--- src/rtl/updown_counter_lim.sv ---
// Loadable up/down counter with programmable bounds and step.
// Wraps or saturates at the bounds and reports terminal count plus overflow/underflow pulses.
module updown_counter_lim #(
  parameter int unsigned WIDTH    = 8,
  parameter bit          SAT_MODE = 1'b0
) (
  input  logic             clk,
  input  logic             rst,
  input  logic             en,
  input  logic             load,
  input  logic             updown,
  input  logic [WIDTH-1:0] data,
  input  logic [WIDTH-1:0] lo_limit,
  input  logic [WIDTH-1:0] hi_limit,
  input  logic [WIDTH-1:0] step,
  output logic [WIDTH-1:0] data_out,
  output logic             tc,
  output logic             ovf,
  output logic             unf
);

  logic [WIDTH-1:0] r_count;
  logic             r_ovf;
  logic             r_unf;

  logic [WIDTH-1:0] w_count_d;
  logic             w_ovf_d;
  logic             w_unf_d;
  logic [WIDTH:0]   w_sum;
  logic [WIDTH:0]   w_lo_plus_step;
  logic [WIDTH-1:0] w_diff;
  logic             w_over;
  logic             w_under;

  // Compares carry one extra bit so a large step never aliases back into range.
  assign w_sum          = {1'b0, r_count} + {1'b0, step};
  assign w_lo_plus_step = {1'b0, lo_limit} + {1'b0, step};
  assign w_diff         = r_count - step;
  assign w_over         = w_sum > {1'b0, hi_limit};
  assign w_under        = {1'b0, r_count} < w_lo_plus_step;

  always_comb begin
    w_count_d = r_count;
    w_ovf_d   = 1'b0;
    w_unf_d   = 1'b0;
    if (load) begin
      w_count_d = data;
    end else if (en) begin
      if (updown) begin
        if (w_over) begin
          w_count_d = SAT_MODE ? hi_limit : lo_limit;
          w_ovf_d   = 1'b1;
        end else begin
          w_count_d = w_sum[WIDTH-1:0];
        end
      end else begin
        if (w_under) begin
          w_count_d = SAT_MODE ? lo_limit : hi_limit;
          w_unf_d   = 1'b1;
        end else begin
          w_count_d = w_diff;
        end
      end
    end
  end

  always_ff @(posedge clk) begin
    if (rst) begin
      r_count <= '0;
      r_ovf   <= 1'b0;
      r_unf   <= 1'b0;
    end else begin
      r_count <= w_count_d;
      r_ovf   <= w_ovf_d;
      r_unf   <= w_unf_d;
    end
  end

  assign data_out = r_count;
  assign ovf      = r_ovf;
  assign unf      = r_unf;
  assign tc       = updown ? (r_count >= hi_limit) : (r_count <= lo_limit);

endmodule
--- config.mk ---
export PLATFORM = sky130hd
export DESIGN_NAME = updown_counter_lim
export DESIGN_NICKNAME = d
export VERILOG_FILES = /design/src/rtl/updown_counter_lim.sv
export SDC_FILE = /design/constraint.sdc
export NUM_CORES = 1
export LEC_CHECK = 0
export CAP_MARGIN = 20
export CELL_PAD_IN_SITES_DETAIL_PLACEMENT = 0
export CELL_PAD_IN_SITES_GLOBAL_PLACEMENT = 1
export CORE_MARGIN = 4
export CORE_UTILIZATION = 39
export CTS_CLUSTER_DIAMETER = 40
export DETAILED_ROUTE_END_ITERATION = 10
export PLACE_DENSITY = 0.88
export SYNTH_ARGS = -nofsm -noshare
export SYNTH_HDL_FRONTEND = slang
export SYNTH_SLANG_ARGS = --single-unit
--- constraint.sdc ---
create_clock -name clk -period 4.5 [get_ports clk]
set_input_delay 0.9 -clock clk [delete_from_list [all_inputs] [get_ports clk]]
set_output_delay 0.9 -clock clk [all_outputs]
set_load 0.01 [all_outputs]
-- After elaboration in Yosys (flattened, before gate mapping)
Index checks and enable logic that the tools add are counted.
- word-level logic and storage cells: 23
- memories: 0
- bits in read-only memories: 0
- latch bits: 0
- memory bits (writable): 0
- input port bits: 37
- output and inout port bits: 11
- register bits after elaboration: 10
- order comparisons: 4
- shifts and indexed selects: 0
- $add $sub $neg: 3
- eq/ne operators: 0
- mux-type cells: 8
- reductions and logical operators: 3
- $mul: 0
- divide/modulo/power cells: 0
- bitwise gates (word level): 2
- operators by type and width (cell ; number):
    $mux W8 ; 5
    $add A8 B8 Y9 ; 2
    $gt A9 B8 Y1 ; 1
    $lt A8 B9 Y1 ; 1
    $ge A8 B8 Y1 ; 1
    $le A8 B8 Y1 ; 1
    $reduce_or A4 Y1 ; 2
    $sub A8 B8 Y8 ; 1
    $mux W1 ; 3
    $not A1 Y1 ; 2
    $reduce_bool A2 Y1 ; 1

-- Logic depth before layout (Yosys ltp)
Gate-level depths: netlist (run 1).
- depth in word-level cells: 6
- gate-level depth with buffers: 17
- gate-level depth less buffers: 15

-- Worst setup path after synthesis (run 1)
OpenSTA, ideal clock, no wires.
- path type: input port to flip-flop
- start point: input port step[2]
- end point: register r_count[2], in the netlist data_out[2]
- setup slack: 0.591 ns
- stages: 16
- arrival: 3.776 ns
- required time: 4.367 ns
- library setup time: 0.133 ns
- cell sequence: inv_1 -> ha_1 -> clkbuf_1 -> nand2b_1 -> a221oi_1 -> nor2_1 -> o21bai_1 -> xnor2_1 -> ha_1 -> or4_4 -> a2111oi_4 -> o21a_4 -> buf_4 -> nor2_1 -> a21oi_1 -> o221ai_1
- word-level cells in the longest chain between the ends: 6
- RTL lines (what ; line ; text):
    start, declared ; 15 ; input logic [WIDTH-1:0] step,
    $add A8 B8 Y9 (on tied branches) ; 37, 36 ;
    $lt A8 B9 Y1 / $gt A9 B8 Y1 (equally long branches) ; 40, 39 ;
    $mux W8 (on tied branches) ; 57, 50 ;
    $mux W8 * ; 49 ; if (updown) begin
    $mux W8 * ; 48 ; end else if (en) begin
    $mux W8 * ; 46 ; if (load) begin
    end signal, assigned ; 73 ; r_count <= w_count_d;
    end, declared ; 22 ; logic [WIDTH-1:0] r_count;
Every way passes the cells marked *; elsewhere a longest branch is shown, timed or not. The select of a mux whose other input is x is not followed.
A chain may end at the register's enable or synchronous reset.

-- Worst setup path after layout (run 1)
- start point: input port step[2]
- end point: register r_count[0], in the netlist data_out[0]
Same word-level chain as after synthesis.

==> impl_results.rst, run 1 <==
.. list-table::
   :header-rows: 1

   * - Metric
     - Value
   * - Yosys warning count
     - 0
   * - Internal Pwr Total
     - 0.000438 W
   * - Root buffer cell
     - sky130_fd_sc_hd__clkbuf_8
   * - Clk slew on worst S/H paths
     - 0.05 ns
   * - Number of antenna violations at the first check in global routing
     - 0
   * - Max stage delay cell, worst path
     - sky130_fd_sc_hd__or4_4
   * - Sum of routed wire length over all layers
     - about 6.7 mm
   * - Sequential share of the synthesized area
     - between 8 and 9%
   * - Clock period minus worst slack
     - 4.32 ns
   * - CTS Buf Count
     - 3
   * - Flop pwr share
     - 15.3%
   * - Max-cap check violation count
     - 0
   * - Cell types occupying the most area after synthesis
     - sky130_fd_sc_hd__ha_1 29%, sky130_fd_sc_hd__dfxtp_1 8.5%, sky130_fd_sc_hd__a21oi_1 6.4%
   * - Synth-to-Final Area Change
     - 32.1%
   * - Minimum hold slack
     - about 0.75 ns
   * - Fin nets
     - 459
   * - Async set-reset flop share out of synthesis
     - 0%
   * - Reported net switching power
     - between 0.0003 and 0.0004 W
   * - Count of state elements after synthesis
     - 10
   * - Final global-route overflow total
     - 0
   * - Clk buf depth
     - 2
   * - Power Total
     - ~0.00076 W
   * - Starting Density
     - between 40 and 50%
   * - Count of input and output buffers
     - 47
   * - Antenna diode count
     - 0
   * - Run status
     - complete, no violations
   * - Type of element capturing the critical path
     - flip-flop
   * - Clk pwr share
     - 12.1%
   * - Total via count after detailed routing
     - roughly 2400
   * - Most instantiated flip-flop cell in the synthesis netlist
     - sky130_fd_sc_hd__dfxtp_1
   * - Drt via density
     - about 5.5
   * - Arr. time, crit path
     - 4.47 ns
   * - Global-route wire length before repair
     - roughly 11 mm
   * - Total track usage
     - a little under a fifth
   * - Number of DRC markers in iteration 0
     - 97
   * - CP max stage delay
     - approximately 0.55 ns
   * - Global Route met3 Usage
     - 2.50%
   * - Critical-path cell list
     - clkdlybuf4s50_1, inv_1, ha_1, nand2b_1, a221oi_1, nor2_1, o21bai_1, xnor2_1, ha_1, or4_4, a2111oi_4, o21a_4, mux2i_2, a221oi_2, nor3_1
   * - Setup CP Type
     - input pin to flip-flop
   * - Layout cells sized above 1
     - about an eighth
   * - Global Route met2 Usage
     - 30.6%
   * - Pwr/cell area
     - about 240 mW/mm^2
   * - Top-area cell type share of the netlist area
     - just under 30%
   * - Cell taking the most area after synthesis
     - sky130_fd_sc_hd__ha_1
   * - Min-delay worst type
     - flip-flop to flip-flop
   * - Largest driver fanout on the critical path
     - 7
   * - Count of boundary I/O pins
     - 48
   * - Switching share of power
     - between 40 and 50%
   * - Die outline area
     - between 0.007 and 0.008 sq mm
   * - GP Congestion
     - slightly below 0.9
   * - Number of detailed-routing iterations run before antenna repair
     - 4
   * - Largest net degree at the start of global routing
     - 20
   * - Source-to-sink clock delay at the later pin of the worst-skew pair
     - around 0.23 ns
   * - Floorplan die height
     - about 86 microns
   * - Max-slew headroom
     - 28.1%
   * - Syn Area/Cell
     - ~7.9 sq um
   * - Clock Sink Count
     - 10
   * - Synth unique cells
     - 56
   * - Global routing's busiest layer
     - met2
   * - Tightest Pin Transition
     - around 1.1 ns
   * - H-Tree Level Count
     - 1
   * - Die Width
     - 85.5 microns
   * - Synth Net Count
     - slightly below 400
   * - Most frequent cells in the layout
     - 54 x sky130_fd_sc_hd__ha_1, 47 x sky130_fd_sc_hd__clkdlybuf4s50_1, 30 x sky130_fd_sc_hd__inv_1, 29 x sky130_fd_sc_hd__a21oi_1, 28 x sky130_fd_sc_hd__nor2_1
   * - Fin crit share
     - between 90% and 100%
   * - Largest voltage drop on the vdd net
     - ~210 uV
   * - Commonest non-fill, non-tap cell in the layout
     - sky130_fd_sc_hd__ha_1
   * - Routed length per placed instance
     - roughly 15 microns
   * - Total core area
     - around 0.0057 sq mm
   * - Achievable Freq
     - ~230 MHz
   * - Number of cells produced by synthesis
     - ~300
   * - # DRC
     - 0
   * - Met1 layer usage reported by global route
     - approximately 24%
   * - DRT antenna net count
     - 0
   * - Final slew viol count
     - 0
   * - Startpoint kind of the worst setup timing path
     - input pin
   * - CTS tree
     - built
   * - Worst clock skew
     - roughly 0.0013 ns
   * - Worst endpoint required time
     - 4.65 ns
   * - Cell repeated most along the worst path
     - sky130_fd_sc_hd__ha_1
   * - Syn Std Cell Area
     - around 0.0023 sq mm
   * - Post-DP HPWL
     - about 5.8 mm
   * - Number of global-route vias before repair
     - between 2000 and 2500
   * - Comb power frac
     - about 73%
   * - Util after Layout
     - roughly 55%
   * - Number of core rows
     - 27
   * - Standby leakage power
     - between 1 and 1.5 nW
   * - # setup viols final
     - 0
   * - Hold Vio Cnt, Final
     - 0
   * - Post-synth EDFFs
     - 0
   * - Unrepaired setup endpoints after global routing
     - false
## layout make-up
cell class / count / area (sq um)
clock buffer: 3 / 41.3
fill: 533 / 2580
inverter: 30 / 113
multi-input combinational: 247 / 1970
sequential: 10 / 200
tap: 72 / 90.1
timing repair buffer: 73 / 678
## Yosys cell counts (2+ instances only)
library cell                n
sky130_fd_sc_hd__mux2i_1    7
sky130_fd_sc_hd__nor3b_1    4
sky130_fd_sc_hd__nand3_1    3
sky130_fd_sc_hd__dfxtp_1   10
sky130_fd_sc_hd__ha_1      54
sky130_fd_sc_hd__mux2_2     2
sky130_fd_sc_hd__xnor2_1   10
sky130_fd_sc_hd__nor2b_1    8
sky130_fd_sc_hd__fa_1       3
sky130_fd_sc_hd__nor2_1    28
sky130_fd_sc_hd__buf_6      2
sky130_fd_sc_hd__a21oi_1   30
sky130_fd_sc_hd__o21bai_1   3
sky130_fd_sc_hd__o221ai_1   4
sky130_fd_sc_hd__clkbuf_1   3
sky130_fd_sc_hd__inv_1     30
sky130_fd_sc_hd__o21ai_0   15
sky130_fd_sc_hd__o21ai_1    2
sky130_fd_sc_hd__a21o_1     5
sky130_fd_sc_hd__buf_4      3
sky130_fd_sc_hd__nand2b_1   7
sky130_fd_sc_hd__a311oi_1   2
sky130_fd_sc_hd__nand4_1    6
sky130_fd_sc_hd__nor3_1     7
sky130_fd_sc_hd__xor2_1     6
sky130_fd_sc_hd__o211ai_1   2
sky130_fd_sc_hd__nand3b_1   2
sky130_fd_sc_hd__nand2_1   11
sky130_fd_sc_hd__nor4_1     2
## metal layers
metal,routed length (microns),vias up,part of all wire (%)
met5,0,-,0
met4,99,0,1.5
met3,442,9,6.6
met2,3060,79,46
met1,3100,1080,46
li1,-,1204,-
## cells by family (layout without fill, tap and decap cells)
| family | after synthesis | count (layout) | share of synthesized area (%) |
|---|---|---|---|
| AO/OA/AOI/OAI | 80 | 80 | 23.4 |
| XOR/XNOR | 16 | 16 | 5.98 |
| adder cells (fa/ha/maj) | 57 | 57 | 31.4 |
| buffers and inverters | 41 | 106 | 7.90 |
| flip-flops | 10 | 10 | 8.54 |
| multiplexers | 9 | 9 | 3.95 |
| AND/OR/NAND/NOR | 85 | 85 | 18.9 |
## sequential cells by signal, indices dropped and copies added (netlist names)
signal and count:
data_out 8, unf 1, ovf 1
## final timing paths
kind | slack, ns | startpoint | end | cells after the start
setup / recovery | 0.18 | step[2] | data_out[0] | 15
hold / removal | 0.75 | data_out[6] | data_out[6] | 2
setup reg to reg | 0.86 | data_out[0] | data_out[0] | 14
hold reg to reg | 0.75 | data_out[6] | data_out[6] | 2
## worst max-delay path, delay by kind of cell
| family | cells | cell delay, ns |
|---|---|---|
| compound gates | 5 | 1.20 |
| xor+xnor | 1 | 0.10 |
| fa+ha+maj | 2 | 0.50 |
| buf+inv | 2 | 0.53 |
| mux | 1 | 0.24 |
| simple gates | 4 | 1.00 |
## timing repair
item                                    4_1_cts  5_1_grt
endpoints found under the setup margin        0        6
resized for setup                             0        8
buffers inserted                              0        1
hold buffers                                  0        0
## per-stage QoR
step	instance area (sq um)	worst slack [ns]	TNS, ns	instances
4_1_cts	3070	0.0338	0	434
5_1_grt	3100	0.0181	0	435
3_3_place_gp	3030	-0.0965	-0.287	431
6_report	3100	0.183	0	435
2_1_floorplan	2340	0.591	0	298
3_5_place_dp	3030	-0.198	-1.02	431
## power by group through the flow
| stage | combinational (W) | sequential, W | clock, W |
|---|---|---|---|
| final | 0.000550 | 0.000116 | 0.0000919 |
| after detailed placement | 0.000536 | 0.000117 | 0 |
| after global placement | 0.000528 | 0.000117 | 0 |
| after CTS | 0.000539 | 0.000116 | 0.0000937 |
| after floorplan | 0.000342 | 0.000116 | 0 |
| after global routing | 0.000607 | 0.000118 | 0.0000976 |
Note: power is estimated with default switching activity, not from simulation.
==> run 2: changes to the inputs <==
--- a/config.mk
+++ b/config.mk
@@ -10,9 +10,11 @@
 export CELL_PAD_IN_SITES_GLOBAL_PLACEMENT = 1
 export CORE_MARGIN = 4
 export CORE_UTILIZATION = 39
+export CTS_BUF_LIST = sky130_fd_sc_hd__clkbuf_2 sky130_fd_sc_hd__clkbuf_4 sky130_fd_sc_hd__clkbuf_8
 export CTS_CLUSTER_DIAMETER = 40
 export DETAILED_ROUTE_END_ITERATION = 10
 export PLACE_DENSITY = 0.88
+export SLEW_MARGIN = 15
 export SYNTH_ARGS = -nofsm -noshare
 export SYNTH_HDL_FRONTEND = slang
 export SYNTH_SLANG_ARGS = --single-unit
==> results of run 2 <==
The final DEF is identical to that of run 1; final timing and power are the same.
